File: src/rtl/grid_vga_renderer.sv
// 16x16 occupancy grid to 640x480 VGA scan-out, 25 MHz tick from 100 MHz clk.
// Optional GRID_LINES_EN draws cell outlines in LINE_COLOR.
module grid_vga_renderer #(
  parameter int          X0           = 128,
  parameter int          Y0           = 48,
  parameter int          CELL_PX      = 24,
  parameter logic [11:0] FG_COLOR     = 12'hF80,
  parameter logic [11:0] BG_COLOR     = 12'h000,
  parameter logic [11:0] BORDER_COLOR = 12'h444,
  parameter logic [11:0] LINE_COLOR   = 12'h222
) (
  input  logic         clk,
  input  logic         reset,
  input  logic         enable,
  input  logic [255:0] grid_in,
  output logic [11:0]  rgb,
  output logic         hsync,
  output logic         vsync,
  output logic         active,
  output logic         frame_start,
  output logic         snapshot
);

  localparam int GW = 16 * CELL_PX;
  localparam int OW = (CELL_PX > 1) ? $clog2(CELL_PX) : 1;
  localparam logic [9:0] XL = 10'(X0);
  localparam logic [9:0] XH = 10'(X0 + GW);
  localparam logic [9:0] YL = 10'(Y0);
  localparam logic [9:0] YH = 10'(Y0 + GW);
  localparam logic [OW-1:0] OM = OW'(CELL_PX - 1);

  logic [1:0]    div;
  logic          tick;
  logic [9:0]    hc, vc, hc_nxt, vc_nxt;
  logic          hwrap, vis, in_x, in_y, in_grid;
  logic          snap_now, fs_now, line_px;
  logic [OW-1:0] xo, yo;
  logic [3:0]    col, row;
  logic [255:0]  shadow;
  logic [11:0]   pix;

  assign tick     = (div == 2'd3) && enable;
  assign hwrap    = (hc == 10'd799);
  assign hc_nxt   = hwrap ? 10'd0 : hc + 10'd1;
  assign vc_nxt   = !hwrap ? vc :
                    (vc == 10'd524) ? 10'd0 : vc + 10'd1;
  assign vis      = (hc < 10'd640) && (vc < 10'd480);
  assign in_x     = (hc >= XL) && (hc < XH);
  assign in_y     = (vc >= YL) && (vc < YH);
  assign in_grid  = in_x && in_y;
  assign fs_now   = (hc == 10'd0) && (vc == 10'd0);
  assign snap_now = (hc == 10'd0) && (vc == 10'd480);

`ifdef GRID_LINES_EN
  assign line_px = (xo == '0) || (yo == '0);
`else
  assign line_px = 1'b0;
`endif

  always_comb begin
    pix = BORDER_COLOR;
    if (!vis)
      pix = 12'h000;
    else if (in_grid) begin
      if (line_px)
        pix = LINE_COLOR;
      else if (shadow[{col, row}])
        pix = FG_COLOR;
      else
        pix = BG_COLOR;
    end
  end

  always_ff @(posedge clk or negedge reset) begin
    if (!reset) begin
      div <= 2'd0;
      hc  <= 10'd0;
      vc  <= 10'd0;
    end else begin
      if (enable) div <= div + 2'd1;
      if (tick) begin
        hc <= hc_nxt;
        vc <= vc_nxt;
      end
    end
  end

  // Cell/offset counters track the pixel that hc/vc will hold next
  always_ff @(posedge clk or negedge reset) begin
    if (!reset) begin
      xo  <= '0;
      col <= 4'd0;
      yo  <= '0;
      row <= 4'd0;
    end else if (tick) begin
      if (hc_nxt == XL) begin
        xo  <= '0;
        col <= 4'd0;
      end else if (in_x) begin
        if (xo == OM) begin
          xo  <= '0;
          col <= col + 4'd1;
        end else
          xo <= xo + 1'b1;
      end
      if (hwrap) begin
        if (vc_nxt == YL) begin
          yo  <= '0;
          row <= 4'd0;
        end else if (in_y) begin
          if (yo == OM) begin
            yo  <= '0;
            row <= row + 4'd1;
          end else
            yo <= yo + 1'b1;
        end
      end
    end
  end

  always_ff @(posedge clk or negedge reset) begin
    if (!reset) begin
      shadow      <= '0;
      rgb         <= 12'h000;
      hsync       <= 1'b1;
      vsync       <= 1'b1;
      active      <= 1'b0;
      frame_start <= 1'b0;
      snapshot    <= 1'b0;
    end else begin
      frame_start <= tick && fs_now;
      snapshot    <= tick && snap_now;
      if (tick) begin
        rgb    <= pix;
        hsync  <= !((hc >= 10'd656) && (hc <= 10'd751));
        vsync  <= !((vc == 10'd490) || (vc == 10'd491));
        active <= vis;
        if (snap_now) shadow <= grid_in;
      end
    end
  end

endmodule

File: config.mk
export PLATFORM = sky130hd
export DESIGN_NAME = grid_vga_renderer
export DESIGN_NICKNAME = d
export VERILOG_FILES = /design/src/rtl/grid_vga_renderer.sv
export SDC_FILE = /design/constraint.sdc
export NUM_CORES = 1
export LEC_CHECK = 0
export ABC_CLOCK_PERIOD_IN_PS = 3200
export BUFFER_PORTS_ARGS = -buffer_cell sky130_fd_sc_hd__clkbuf_2
export CAP_MARGIN = 20
export CORE_MARGIN = 1
export CORE_UTILIZATION = 35
export CTS_CLUSTER_SIZE = 8
export DETAILED_ROUTE_END_ITERATION = 8
export PLACE_DENSITY_LB_ADDON = 0.3
export RECOVER_POWER = 100
export SYNTH_ARGS = -nofsm -noshare
export SYNTH_HDL_FRONTEND = slang
export SYNTH_SLANG_ARGS = --single-unit
File: constraint.sdc
create_clock -name clk -period 3.2 [get_ports clk]
set_input_delay 0.16 -clock clk [delete_from_list [all_inputs] [get_ports clk]]
set_output_delay 0.16 -clock clk [all_outputs]
set_load 0.01 [all_outputs]
[Yosys cells after proc, flatten, opt, wreduce, memory -nomap -nowiden]
Cells that the tools add are included.
Word-level totals
  word-level logic and storage cells: 84
  register bits: 313
  RAM bits: 0
  output and inout port bits: 17
  input port bits: 259
  bits in latches: 0
  memories kept: 0
  bits in read-only memories: 0
Operators by class
  equality and inequality tests: 10
  shifts and indexed selects: 0
  $add $sub $neg: 7
  bitwise operators: 0
  mux-type cells: 20
  div/mod/pow operators: 0
  reduce and logical (&&, ||, !) cells: 24
  order comparisons: 9
  $mul: 0
Operators with widths (number)
  two-way mux 12 bit: 3
  == test 10 x 9 -> 1 bit, second input constant: 3
  two-way mux 10 bit: 3
  two-way mux 5 bit: 6
  two-way mux 4 bit: 6
  adder 10 x 1 -> 10 bit, second input constant: 2
  == test 10 bit, second input constant: 2
  logical NOT 10 bit: 2
  < comparator 10 bit, second input constant: 2
  < comparator 10 x 9 -> 1 bit, second input constant: 2
  adder 5 x 1 -> 5 bit, second input constant: 2
  == test 10 x 6 -> 1 bit, second input constant: 1
  == test 10 x 8 -> 1 bit, second input constant: 1
  == test 5 bit, second input constant: 2
  greater-or-equal comparator 10 bit, second input constant: 1
  greater-or-equal comparator 10 x 6 -> 1 bit, second input constant: 1
  greater-or-equal comparator 10 x 8 -> 1 bit, second input constant: 1
  <= comparator 10 bit, second input constant: 1
  logical AND 1 bit: 10
  < comparator 8 x 9 -> 1 bit, second input constant: 1
  adder 4 x 1 -> 4 bit, second input constant: 2
  binary-select mux 1 bit (select 8 bit): 1
  nonzero test 2 bit: 4
  AND reduction 3 bit: 2
  7 further kinds: 9

[Longest topological paths before layout]
Gate-level depths: netlist of run 1.
  depth in word-level cells: 6
  depth in mapped cells: 12
  mapped depth without buffers: 9

[Least setup slack after synthesis of run 1]
Ideal clock, no wire load.
  kind: register -> register
  start point: register hc[0]
  end point: register yo[0]
  data required time: 3.079 ns
  stages on the path, launching flop included: 10
  period minus slack after synthesis: 2.363 ns
  path buffers: 1
  arrival: 2.242 ns
  library setup time: 0.121 ns
  setup slack: 0.837 ns
  path through: dfrtp_1 -> ha_1 -> nand4_2 -> or3_1 -> clkbuf_1 -> o21ai_0 -> o2111a_2 -> a21oi_1 -> or2_1 -> o2bb2ai_1
Between the ends
  longest elaborated chain between the ends: 5
  elaborated cells between the ends (all ways): 6
  those cells by class: 2 x eq/ne; 2 x mux; 2 x reduce/logical
RTL lines
  start, declared: line 34  | logic [9:0] hc, vc, hc_nxt, vc_nxt;
  start signal, assigned: line 82  | hc <= hc_nxt;
  == test 10 bit *: line 43  | assign hwrap = (hc == 10'd799);
  two-way mux 10 bit: line 45  | assign vc_nxt = !hwrap ? vc :
  == test 10 x 6 -> 1 bit: line 107  | if (vc_nxt == YL) begin
  nonzero test 2 bit (no line)
  AND reduction 3 bit (no line)
  end signal, assigned: line 115  | yo <= yo + 1'b1;
  end, declared: line 37  | logic [OW-1:0] xo, yo;
Every way passes the cells marked *; elsewhere a longest branch is shown, timed or not.
A chain may end at the register's enable or synchronous reset.

[Worst setup path after layout of run 1]
  start point: register hc[0]
  end point: register xo[1]
Between the ends
  longest elaborated chain between the ends: 5
  elaborated cells between the ends (all ways): 10
  those cells by class: 1 x add/sub; 2 x order compare; 2 x eq/ne; 2 x mux; 3 x reduce/logical
RTL lines
  adder 10 x 1 -> 10 bit or == test 10 bit (tied branches): line 44, 43
  two-way mux 10 bit: line 44  | assign hc_nxt = hwrap ? 10'd0 : hc + 10'd1;
  == test 10 x 8 -> 1 bit: line 96  | if (hc_nxt == XL) begin
  nonzero test 2 bit (no line)
  AND reduction 2 bit (no line)
  end signal, assigned: line 104  | xo <= xo + 1'b1;
  end, declared: line 37
Several ways; a longest one is shown, not always the timed one.

==> metrics.txt, run 1 <==
# TYPE chip_impl_metric gauge
chip_impl_metric{name="synth_register_bits",unit=""} 304
chip_impl_metric{name="floorplan.die_area",unit="um2"} 43300
chip_impl_metric{name="initialDrtViolationCount",unit=""} 840
chip_impl_metric{name="synth_warnings",unit=""} 0
chip_impl_metric{name="design.final.nets",unit=""} 2402
chip_impl_metric{name="worst_slew_margin_rel",unit="%"} -68.4
chip_impl_metric{name="sw_frac_of_total",unit="%"} 25.5
chip_impl_metric{name="comb_power_share",unit="%"} 11.5
chip_impl_metric{name="detail_route.first_pass.iterations",unit=""} 4
chip_impl_info{name="crit_path_end_kind",value="flip-flop"} 1
chip_impl_metric{name="synth_compound_gate_area_share",unit="%"} 6.01
chip_impl_info{name="grt_setup_unrepaired",value="false"} 1
chip_impl_metric{name="buffer_ports.inserted",unit=""} 270
chip_impl_metric{name="synth-seq-area-share",unit="%"} 51.2
chip_impl_metric{name="chipHeight",unit="um"} 208
chip_impl_metric{name="grt_pass1_wl",unit="um"} 74400
chip_impl_metric{name="die_width",unit="um"} 208
chip_impl_metric{name="cts-resized-gates",unit=""} 0
chip_impl_metric{name="grt.total_usage",unit="%"} 21.7
chip_impl_info{name="synth.cells.most_frequent",value="812 x nand2_1, 302 x dfrtp_1, 67 x clkbuf_1"} 1
chip_impl_metric{name="yosys.area_share.xor_xnor",unit="%"} 0.530
chip_impl_metric{name="area_growth",unit="%"} 36.7
chip_impl_metric{name="max_cap_violations",unit=""} 1
chip_impl_metric{name="starting_density_of_the_core",unit="%"} 35.5
chip_impl_metric{name="postSynthCellCount",unit=""} 1637
chip_impl_metric{name="cts_sinks",unit=""} 304
chip_impl_metric{name="syn_area_per_cell",unit="um2"} 9.09
chip_impl_metric{name="clock_tree.htree_level_count",unit=""} 2
chip_impl_metric{name="final.setup_skew",unit="ps"} 15.0
chip_impl_metric{name="post-cts-setup-buffers",unit=""} 0
chip_impl_metric{name="total_switching_power",unit="mW"} 2.38
chip_impl_info{name="synth.area.top_cells",value="dfrtp_1 51%, nand2_1 20%, mux4_2 6.1%"} 1
chip_impl_metric{name="hold_violations",unit=""} 0
chip_impl_metric{name="path_clk_slew",unit="ps"} 50
chip_impl_metric{name="design_power_total",unit="mW"} 9.36
chip_impl_metric{name="post_route_cells_drive_above_1_share",unit="%"} 19.3
chip_impl_metric{name="async_flop_share",unit="%"} 100
chip_impl_info{name="root_buffer",value="clkbuf_16"} 1
chip_impl_metric{name="multi_input_comb_area",unit="um2"} 6560
chip_impl_metric{name="clock_power_share",unit="%"} 44.4
chip_impl_metric{name="fin_crit",unit="ps"} 2860
chip_impl_metric{name="grt_antenna_before_repair",unit=""} 2
chip_impl_info{name="worst-setup-path-type",value="flip-flop to flip-flop"} 1
chip_impl_metric{name="max_slew.worst_pin.slew",unit="ps"} 2530
chip_impl_metric{name="gr-total-overflow",unit=""} 0
chip_impl_metric{name="fill_count",unit=""} 3823
chip_impl_metric{name="gpl.final_weighted_congestion",unit=""} 0.874
chip_impl_metric{name="report.final.slew_viol_count",unit=""} 104
chip_impl_metric{name="cp.required",unit="ps"} 3630
chip_impl_metric{name="total_leakage_power",unit="nW"} 10.4
chip_impl_metric{name="drt-wirelength-per-cell",unit="um"} 17.3
chip_impl_metric{name="route.detailed.drc",unit=""} 0
chip_impl_info{name="violations_in_the_final_reports",value="capacitance limit, slew limit"} 1
chip_impl_metric{name="final_wirelength",unit="um"} 46500
chip_impl_metric{name="area.sequential",unit="um2"} 7620
chip_impl_info{name="yosysMostFrequentCell",value="nand2_1"} 1
chip_impl_info{name="netlist.top_cell.by_area",value="dfrtp_1"} 1
chip_impl_metric{name="clk_latency",unit="ps"} 550
chip_impl_metric{name="grt_pass1_vias",unit=""} 13900
chip_impl_metric{name="total_of_endpoints_with_negative_setup_slack_in_the_final_report",unit=""} 0
chip_impl_metric{name="maximum_number_of_pins_on_one_net_before_global_route_repair",unit=""} 257
chip_impl_metric{name="core",unit="um2"} 41900
chip_impl_metric{name="dpl-instance-area",unit="um2"} 16600
chip_impl_metric{name="fin_tns_setup",unit="ps"} 0
chip_impl_metric{name="final_antenna_net_count",unit=""} 0
chip_impl_metric{name="proportion_of_synthesized_area_in_mux_cells",unit="%"} 10.5
chip_impl_metric{name="synth_fa_ha_area_share",unit="%"} 0.925
chip_impl_metric{name="clk_path_buf_depth",unit=""} 3
chip_impl_metric{name="finalCritPeriodShare",unit="%"} 89.3
chip_impl_info{name="combinational_family_with_the_most_area_after_synthesis",value="simple AND/OR/NAND/NOR gates"} 1
chip_impl_metric{name="worst_ir_drop_vdd",unit="V"} 0.000329
chip_impl_metric{name="floorplan.io_pins",unit=""} 276
chip_impl_metric{name="fin_area",unit="um2"} 20300
chip_impl_info{name="worstHoldPathType",value="input port to flip-flop"} 1
chip_impl_metric{name="routed_via_density",unit=""} 4.95
chip_impl_info{name="ys_dominant_reg_cell",value="dfrtp_1"} 1
chip_impl_info{name="startpoint_type",value="flip-flop"} 1
chip_impl_info{name="tritoncts",value="done"} 1
chip_impl_metric{name="worst-endpoint-arrival",unit="ps"} 3290
chip_impl_metric{name="cellInternalPower",unit="mW"} 6.97
chip_impl_metric{name="pwr-share-seq",unit="%"} 44.1
chip_impl_metric{name="yosysTopAreaCellShare",unit="%"} 50.8
chip_impl_metric{name="timing.critical_path.fanout_max",unit=""} 10
chip_impl_info{name="outcome",value="finished, violations left"} 1
chip_impl_metric{name="rows",unit=""} 75
chip_impl_metric{name="powerDensity",unit="nW/um2"} 460
chip_impl_metric{name="synth-edff-count",unit=""} 0
chip_impl_metric{name="numCtsBuffers",unit=""} 44
chip_impl_metric{name="netlist-cell-type-count",unit=""} 75
chip_impl_metric{name="max_clock_freq",unit="GHz"} 0.350
chip_impl_metric{name="vias",unit=""} 13300
chip_impl_metric{name="netlist_area",unit="um2"} 14900
chip_impl_metric{name="place_hpwl",unit="um"} 29900
chip_impl_metric{name="yosys.area_share.simple",unit="%"} 26.1
## worst paths after layout
kind,from,to,slack [ps],depth (start not counted)
worst max-delay path,hc[0]$_DFFE_PN0P_,xo[1]$_DFFE_PN0P_,340,8
max in group asynchronous,reset,shadow[175]$_DFFE_PN0P_,510,3
worst max register to register,hc[0]$_DFFE_PN0P_,xo[1]$_DFFE_PN0P_,340,8
min in group asynchronous,reset,shadow[111]$_DFFE_PN0P_,910,2
worst min register to register,shadow[134]$_DFFE_PN0P_,shadow[134]$_DFFE_PN0P_,460,2
worst min-delay path,grid_in[71],shadow[71]$_DFFE_PN0P_,340,4
## cells in the final DEF (no fill, tap or decap), types with 4 or more instances in the layout
cell / synthesis / layout
a21o_1: 5 / 5
a21oi_1: 26 / 26
a22oi_1: 11 / 11
buf_12: 3 / 6
buf_4: 13 / 15
clkbuf_1: 67 / 26
clkbuf_16: 0 / 44
clkbuf_2: 1 / 259
conb_1: 1 / 5
dfrtp_1: 302 / 299
dlygate4sd3_1: 0 / 258
ha_1: 11 / 11
inv_1: 22 / 22
mux2_2: 27 / 27
mux2i_1: 10 / 10
mux4_1: 10 / 10
mux4_2: 40 / 40
nand2_1: 812 / 812
nand2b_1: 8 / 8
nand3_1: 36 / 36
nand4_1: 12 / 13
nor2_1: 20 / 20
nor2b_1: 5 / 5
nor3_1: 23 / 24
nor4_1: 7 / 7
o211ai_1: 4 / 4
o21a_1: 5 / 5
o21ai_0: 28 / 28
o22ai_1: 21 / 21
o2bb2ai_1: 4 / 4
o31ai_1: 4 / 4
or3_1: 9 / 9
xnor2_1: 5 / 5
xor2_1: 4 / 4
## state kept, by name, summed over array words and instances (netlist names)
name	flops
div	2
col	4
active	1
yo	5
vsync	1
frame_start	1
snapshot	1
vc	10
hc	10
hsync	1
row	4
shadow	256
rgb	3
xo	5
## critical path: stages, from the launching register on
cell	delay (ps)
dfrtp_1	460
ha_1	300
nand4_1	340
nor3_1	500
and3b_1	230
o21bai_1	60
a311o_1	470
a21o_1	250
o2bb2ai_1	120
## layer usage
layer | global-route usage (%) | up-vias | part of all wire (%)
met5 | 0 | - | 0
met1 | 28.1 | 6376 | 43
met3 | 3.50 | 114 | 5.3
li1 | - | 6373 | -
met2 | 36.0 | 431 | 48
met4 | 9.48 | 0 | 4.0
## kinds of logic after synthesis
family / Yosys count
AO/OA/AOI/OAI: 136
XOR/XNOR: 9
adder cells (fa/ha/maj): 11
buffers and inverters: 134
flip-flops: 304
multiplexers: 87
other: 1
AND/OR/NAND/NOR: 955
## per-stage QoR
| step | hold WS, ps | instances | util, % | setup slack, ps |
|---|---|---|---|---|
| 4_1_cts | 299 | 2683 | 48.6 | 326 |
| 3_5_place_dp | 281 | 2367 | 39.6 | 337 |
| 3_3_place_gp | 278 | 2367 | 39.6 | 377 |
| 2_1_floorplan | -136 | 1641 | - | 837 |
| 5_1_grt | 349 | 2685 | 48.5 | 69.8 |
| 6_report | 337 | 2685 | 48.5 | 343 |
## power by group through the flow
| stage | Sequential, mW | Clock, mW | Combinational, mW |
|---|---|---|---|
| after global routing | 4.15 | 4.39 | 1.18 |
| final | 4.13 | 4.16 | 1.07 |
| after detailed placement | 4.19 | 0 | 0.825 |
| after floorplan | 4.11 | 0 | 0.489 |
| after CTS | 4.13 | 4.23 | 1.07 |
| after global placement | 4.18 | 0 | 0.818 |
## layout make-up
| cell class | instances | area share (%) |
|---|---|---|
| antenna | 2 | 0.0246 |
| tap | 539 | 3.32 |
| sequential | 304 | 37.5 |
| inverter | 23 | 0.437 |
| clock buffer | 54 | 5.60 |
| multi-input combinational | 1203 | 32.3 |
| timing repair buffer | 556 | 20.6 |
| clock inverter | 4 | 0.265 |
## what timing repair did
item | CTS | global route
endpoints found under the setup margin | 0 | 0
hold buffers | 258 | 0
hold endpoints to repair | 353 | 0
No activity file was read; power rests on OpenSTA's default activity.
==> run 2: changes to the inputs <==
Settings changed: ABC_CLOCK_PERIOD_IN_PS 3200 to 2900.
Clock period 3.2 ns to 2.9 ns, I/O delays scaled along.
==> metrics.txt, run 2 (synthesis results as in run 1) <==
# TYPE chip_impl_metric gauge
chip_impl_metric{name="fill_count",unit=""} 3745
chip_impl_info{name="library_cell_contributing_the_largest_single_delay_on_the_critical_path",value="buf_6"} 1
chip_impl_metric{name="cp.required",unit="ps"} 3380
chip_impl_metric{name="max_slew.worst_pin.slew",unit="ps"} 2090
chip_impl_metric{name="powerDensity",unit="nW/um2"} 511
chip_impl_metric{name="starting_density_of_the_core",unit="%"} 35.5
chip_impl_metric{name="design.final.nets",unit=""} 2411
chip_impl_info{name="startpoint_type",value="flip-flop"} 1
chip_impl_metric{name="drt-wirelength-per-cell",unit="um"} 17.4
chip_impl_info{name="worstHoldPathType",value="input port to flip-flop"} 1
chip_impl_metric{name="max_clock_freq",unit="GHz"} 0.368
chip_impl_metric{name="place_hpwl",unit="um"} 31000
chip_impl_metric{name="rows",unit=""} 75
chip_impl_info{name="final_common_cell",value="nand2_1"} 1
chip_impl_info{name="biggestRegsByFlops",value="shadow (256), hc (10), vc (10)"} 1
chip_impl_metric{name="vias",unit=""} 13500
chip_impl_metric{name="clock_tree.htree_level_count",unit=""} 2
chip_impl_metric{name="fin_crit",unit="ps"} 2720
chip_impl_metric{name="grt.total_usage",unit="%"} 22.1
chip_impl_metric{name="area.sequential",unit="um2"} 7620
chip_impl_metric{name="grt_pass1_vias",unit=""} 14100
chip_impl_metric{name="maximum_number_of_pins_on_one_net_before_global_route_repair",unit=""} 149
chip_impl_metric{name="clk_latency",unit="ps"} 550
chip_impl_info{name="critPathMostFrequentCell",value="nand2_1"} 1
chip_impl_metric{name="fin_tns_setup",unit="ps"} 0
chip_impl_metric{name="floorplan.io_pins",unit=""} 276
chip_impl_metric{name="grt_pass1_wl",unit="um"} 75700
chip_impl_metric{name="buffer_ports.inserted",unit=""} 270
chip_impl_info{name="grt_setup_unrepaired",value="false"} 1
chip_impl_metric{name="final_wirelength",unit="um"} 47000
chip_impl_metric{name="max_stage_delay",unit="ps"} 730
chip_impl_info{name="crit_path_end_kind",value="flip-flop"} 1
chip_impl_info{name="root_buffer",value="clkbuf_16"} 1
chip_impl_metric{name="worst_slew_margin_rel",unit="%"} -39.2
chip_impl_metric{name="initialDrtViolationCount",unit=""} 990
chip_impl_metric{name="cts_sinks",unit=""} 304
chip_impl_metric{name="multi_input_comb_area",unit="um2"} 6570
chip_impl_metric{name="route.detailed.drc",unit=""} 0
chip_impl_info{name="worst-setup-path-type",value="flip-flop to flip-flop"} 1
chip_impl_metric{name="final.setup_skew",unit="ps"} 19.5
chip_impl_info{name="tritoncts",value="done"} 1
chip_impl_metric{name="floorplan.die_area",unit="um2"} 43300
chip_impl_metric{name="utilization",unit="%"} 48.8
chip_impl_info{name="outcome",value="finished, violations left"} 1
chip_impl_metric{name="report.final.slew_viol_count",unit=""} 74
chip_impl_info{name="mostFrequentLayoutCells",value="812 x nand2_1, 299 x dfrtp_1, 258 x dlygate4sd3_1, 258 x clkbuf_2, 44 x clkbuf_16"} 1
chip_impl_metric{name="design_power_total",unit="mW"} 10.5
chip_impl_metric{name="die_width",unit="um"} 208
chip_impl_metric{name="finalCritPeriodShare",unit="%"} 93.8
chip_impl_metric{name="area_growth",unit="%"} 37.7
chip_impl_metric{name="path_clk_slew",unit="ps"} 50
chip_impl_metric{name="grt_antenna_before_repair",unit=""} 2
chip_impl_metric{name="clk_path_buf_depth",unit=""} 3
chip_impl_metric{name="hold_violations",unit=""} 0
chip_impl_metric{name="total_of_endpoints_with_negative_setup_slack_in_the_final_report",unit=""} 0
chip_impl_metric{name="worst-endpoint-arrival",unit="ps"} 3200
chip_impl_metric{name="numCtsBuffers",unit=""} 44
chip_impl_metric{name="worst_ir_drop_vdd",unit="V"} 0.000333
chip_impl_info{name="register_with_the_most_flip_flops",value="shadow"} 1
chip_impl_metric{name="setup.reg_to_reg.worst_slack",unit="ps"} 180
chip_impl_metric{name="whs_path_depth",unit=""} 4
chip_impl_metric{name="cts-resized-gates",unit=""} 0
chip_impl_metric{name="post_route_cells_drive_above_1_share",unit="%"} 19.7
chip_impl_metric{name="number_of_flip_flops_under_the_largest_register_name",unit=""} 256
chip_impl_metric{name="detail_route.first_pass.iterations",unit=""} 5
chip_impl_metric{name="final_antenna_net_count",unit=""} 0
chip_impl_metric{name="gpl.final_weighted_congestion",unit=""} 0.878
chip_impl_metric{name="core",unit="um2"} 41900
chip_impl_metric{name="timing.critical_path.fanout_max",unit=""} 148
chip_impl_metric{name="worst-r2r-cell-count",unit=""} 9
chip_impl_info{name="critical_path_cell_by_cell",value="inv_1, ha_1, nand2_1, nor3_1, nand4_1, nand2b_1, buf_6, nand2_1, nand2_1"} 1
chip_impl_metric{name="routed_via_density",unit=""} 5.00
chip_impl_metric{name="total_leakage_power",unit="nW"} 10.5
chip_impl_metric{name="chipHeight",unit="um"} 208
chip_impl_info{name="violations_in_the_final_reports",value="capacitance limit, slew limit"} 1
chip_impl_metric{name="gr-total-overflow",unit=""} 0
chip_impl_metric{name="max_cap_violations",unit=""} 1
## run 2: cell type report
class / count / area share, %
antenna: 2 / 0.0244
clock buffer: 54 / 5.61
clock inverter: 4 / 0.385
inverter: 23 / 0.458
multi-input combinational: 1203 / 32.1
sequential: 304 / 37.2
tap: 539 / 3.29
timing repair buffer: 565 / 20.9
## run 2: report_power, final
part	switching, mW	total [mW]	internal (mW)
registers	0.170	4.54	4.37
clock network	1.86	4.70	2.84
logic	0.612	1.21	0.602
total	2.64	10.5	7.81
## run 2: stage by stage
step	area (um2)	instances	hold WS (ps)	setup slack, ps
6_report	20500	2694	332	181
5_1_grt	20500	2693	337	4.48
3_5_place_dp	16700	2375	172	246
2_1_floorplan	14900	1641	-151	537
4_1_cts	20500	2691	231	230
3_3_place_gp	16700	2375	172	249
## run 2: worst paths after layout
kind	end	start
worst max-delay path	shadow[139]$_DFFE_PN0P_	hc[0]$_DFFE_PN0P_
worst min-delay path	shadow[59]$_DFFE_PN0P_	grid_in[59]
worst max register to register	shadow[139]$_DFFE_PN0P_	hc[0]$_DFFE_PN0P_
worst min register to register	shadow[141]$_DFFE_PN0P_	shadow[141]$_DFFE_PN0P_
max in group asynchronous	hc[8]$_DFFE_PN0P_	reset
min in group asynchronous	shadow[111]$_DFFE_PN0P_	reset
## run 2: worst max-delay path: cells and delay by family (launching register included)
family	cells	cell delay, ps
adder cells (fa/ha/maj)	1	220
AND/OR/NAND/NOR	6	980
buffers and inverters	2	820
flip-flops	1	470
## run 2: what timing repair did
| action | 4_1_cts | 5_1_grt |
|---|---|---|
| hold buffers | 258 | 0 |
| hold endpoints to repair | 327 | 0 |
| setup buffers | 0 | 0 |
## run 2: per-layer routing
| layer | GRT usage [%] | routed length [um] | vias up | share of wire [%] |
|---|---|---|---|---|
| li1 | - | - | 6399 | - |
| met1 | 28.2 | 20000 | 6505 | 43 |
| met2 | 36.6 | 22600 | 437 | 48 |
| met3 | 3.74 | 2240 | 137 | 4.8 |
| met4 | 10.4 | 2060 | 0 | 4.4 |
| met5 | 0 | 0 | - | 0 |
==> run 3: changes to the inputs <==
Settings changed: ABC_CLOCK_PERIOD_IN_PS 2900 to 3110.
Clock period 2.9 ns to 3.11 ns, I/O delays scaled along.
==> metrics.txt, run 3 (synthesis results as in run 1) <==
# TYPE chip_impl_metric gauge
chip_impl_metric{name="fin_crit",unit="ps"} 2780
chip_impl_metric{name="grt_pass1_vias",unit=""} 14300
chip_impl_metric{name="place_hpwl",unit="um"} 30100
chip_impl_metric{name="sw_frac_of_total",unit="%"} 24.8
chip_impl_metric{name="max_slew.worst_pin.slew",unit="ps"} 2150
chip_impl_metric{name="max_stage_delay",unit="ps"} 470
chip_impl_metric{name="gr-total-overflow",unit=""} 0
chip_impl_metric{name="max_cap_violations",unit=""} 1
chip_impl_metric{name="grt_antenna_before_repair",unit=""} 1
chip_impl_metric{name="total_switching_power",unit="mW"} 2.37
chip_impl_metric{name="routed_via_density",unit=""} 5.05
chip_impl_info{name="library_cell_contributing_the_largest_single_delay_on_the_critical_path",value="dfrtp_1"} 1
chip_impl_metric{name="worst_ir_drop_vdd",unit="V"} 0.000343
chip_impl_info{name="mostFrequentLayoutCells",value="812 x nand2_1, 299 x dfrtp_1, 258 x dlygate4sd3_1, 258 x clkbuf_2, 45 x clkbuf_16"} 1
chip_impl_info{name="delay_heaviest_family_cp",value="compound AO/OA/AOI/OAI gates"} 1
chip_impl_info{name="startpoint_type",value="flip-flop"} 1
chip_impl_metric{name="post-cts-setup-buffers",unit=""} 0
chip_impl_metric{name="design.final.nets",unit=""} 2399
chip_impl_metric{name="chipHeight",unit="um"} 208
chip_impl_metric{name="route.detailed.drc",unit=""} 0
chip_impl_metric{name="worst-endpoint-arrival",unit="ps"} 3230
chip_impl_metric{name="comb_power_share",unit="%"} 11.4
chip_impl_info{name="worst-setup-path-type",value="flip-flop to flip-flop"} 1
chip_impl_metric{name="max_clock_freq",unit="GHz"} 0.360
chip_impl_metric{name="gpl.final_weighted_congestion",unit=""} 0.862
chip_impl_info{name="tritoncts",value="done"} 1
chip_impl_metric{name="detail_route.first_pass.iterations",unit=""} 5
chip_impl_metric{name="cts_sinks",unit=""} 304
chip_impl_metric{name="timing.critical_path.buf_inv",unit=""} 0
chip_impl_metric{name="initialDrtViolationCount",unit=""} 845
chip_impl_metric{name="clock_tree.htree_level_count",unit=""} 2
chip_impl_metric{name="core",unit="um2"} 41900
chip_impl_metric{name="pwr-share-seq",unit="%"} 44.5
chip_impl_metric{name="finalCritPeriodShare",unit="%"} 89.3
chip_impl_info{name="grt_setup_unrepaired",value="false"} 1
chip_impl_metric{name="starting_density_of_the_core",unit="%"} 35.5
chip_impl_metric{name="fill_count",unit=""} 3817
chip_impl_metric{name="grt.total_usage",unit="%"} 22.2
chip_impl_metric{name="maximum_number_of_pins_on_one_net_before_global_route_repair",unit=""} 135
chip_impl_metric{name="final_antenna_net_count",unit=""} 0
chip_impl_metric{name="cellInternalPower",unit="mW"} 7.18
chip_impl_metric{name="floorplan.die_area",unit="um2"} 43300
chip_impl_metric{name="final.setup_skew",unit="ps"} 19.7
chip_impl_info{name="crit_path_end_kind",value="flip-flop"} 1
chip_impl_metric{name="path_clk_slew",unit="ps"} 50
chip_impl_metric{name="vias",unit=""} 13500
chip_impl_metric{name="report.final.slew_viol_count",unit=""} 73
chip_impl_info{name="violations_in_the_final_reports",value="capacitance limit, slew limit"} 1
chip_impl_metric{name="clock_power_share",unit="%"} 44.1
chip_impl_info{name="biggestRegsByFlops",value="shadow (256), hc (10), vc (10)"} 1
chip_impl_metric{name="design_power_total",unit="mW"} 9.56
chip_impl_metric{name="total_leakage_power",unit="nW"} 10.4
chip_impl_metric{name="numCtsBuffers",unit=""} 43
chip_impl_metric{name="worst_slew_margin_rel",unit="%"} -43.5
chip_impl_metric{name="total_of_endpoints_with_negative_setup_slack_in_the_final_report",unit=""} 0
chip_impl_metric{name="final_wirelength",unit="um"} 47100
chip_impl_metric{name="hold_violations",unit=""} 0
chip_impl_metric{name="post_route_cells_drive_above_1_share",unit="%"} 19.2
chip_impl_info{name="final_common_cell",value="nand2_1"} 1
chip_impl_metric{name="hold_buffers",unit=""} 258
chip_impl_metric{name="clk_path_buf_depth",unit=""} 3
chip_impl_metric{name="die_width",unit="um"} 208
chip_impl_metric{name="cp.required",unit="ps"} 3570
chip_impl_info{name="register_with_the_most_flip_flops",value="shadow"} 1
chip_impl_metric{name="buffer_ports.inserted",unit=""} 270
chip_impl_info{name="worstHoldPathType",value="input port to flip-flop"} 1
chip_impl_metric{name="grt_pass1_wl",unit="um"} 75900
chip_impl_metric{name="fin_tns_setup",unit="ps"} 0
chip_impl_info{name="root_buffer",value="clkbuf_16"} 1
chip_impl_metric{name="number_of_flip_flops_under_the_largest_register_name",unit=""} 256
chip_impl_info{name="critical_path_cell_by_cell",value="ha_1, nand4_2, nor3_4, a22oi_1, o2111a_2, a21oi_1, nand2_1, o2bb2ai_1"} 1
chip_impl_metric{name="drt-wirelength-per-cell",unit="um"} 17.6
chip_impl_metric{name="powerDensity",unit="nW/um2"} 470
chip_impl_metric{name="floorplan.io_pins",unit=""} 276
chip_impl_metric{name="clk_latency",unit="ps"} 540
chip_impl_metric{name="cts-resized-gates",unit=""} 0
chip_impl_metric{name="rows",unit=""} 75
chip_impl_info{name="outcome",value="finished, violations left"} 1
chip_impl_metric{name="area_growth",unit="%"} 36.8
chip_impl_metric{name="timing.critical_path.fanout_max",unit=""} 9
## run 3: cell types whose count changed in the layout (fill, tap and decap cells not counted), sizes merged
cell    before  now
clkinv       3    0
buf         30   23
clkbuf     331  327
diode        2    1
bufinv       1    0
## run 3: layout make-up
type / instances / area [um2] / share of cell area (%)
clock buffers: 54 / 1160 / 5.70
diodes: 1 / 2.50 / 0.0123
repair buffers: 554 / 4220 / 20.8
flip-flops and latches: 304 / 7620 / 37.5
well taps: 539 / 674 / 3.32
multi-input cells: 1203 / 6570 / 32.3
inverters: 23 / 93.8 / 0.461
## run 3: stage by stage
stage	utilization [%]	cells	cell area [um2]	hold slack [ps]	setup slack, ps
global route	48.5	2678	20300	372	107
floorplan	-	1641	14900	-140	747
finish	48.5	2678	20300	350	334
global placement	39.7	2365	16700	191	347
detailed placement	39.7	2365	16700	201	355
CTS	48.6	2677	20400	244	359
## run 3: final timing paths
path / slack (ps) / to / depth (start not counted) / from
max in group asynchronous: 920 / shadow[198]$_DFFE_PN0P_ / 3 / reset
worst max register to register: 330 / yo[1]$_DFFE_PN0P_ / 8 / hc[0]$_DFFE_PN0P_
min in group asynchronous: 790 / shadow[214]$_DFFE_PN0P_ / 2 / reset
worst max-delay path: 330 / yo[1]$_DFFE_PN0P_ / 8 / hc[0]$_DFFE_PN0P_
worst min-delay path: 350 / shadow[22]$_DFFE_PN0P_ / 4 / grid_in[22]
worst min register to register: 470 / shadow[2]$_DFFE_PN0P_ / 2 / shadow[2]$_DFFE_PN0P_
## run 3: layer usage
layer	share of wire (%)	up-vias	track usage, %
li1	-	6362	-
met1	41	6484	27.9
met2	48	488	36.5
met3	5.5	180	3.86
met4	5.6	0	12.3
met5	0	-	0
## run 3: worst min-delay path, stage by stage
cell           delay [ps]
dlygate4sd3_1         520
clkbuf_2              100
nand2_1                40
nand2_1                40
## run 3: power by group through the flow
stage,Sequential (mW),Combinational [mW],Clock [mW]
finish,4.25,1.09,4.21
global route,4.27,1.21,4.44
CTS,4.25,1.10,4.30
detailed placement,4.31,0.837,0
global placement,4.30,0.830,0
floorplan,4.23,0.503,0
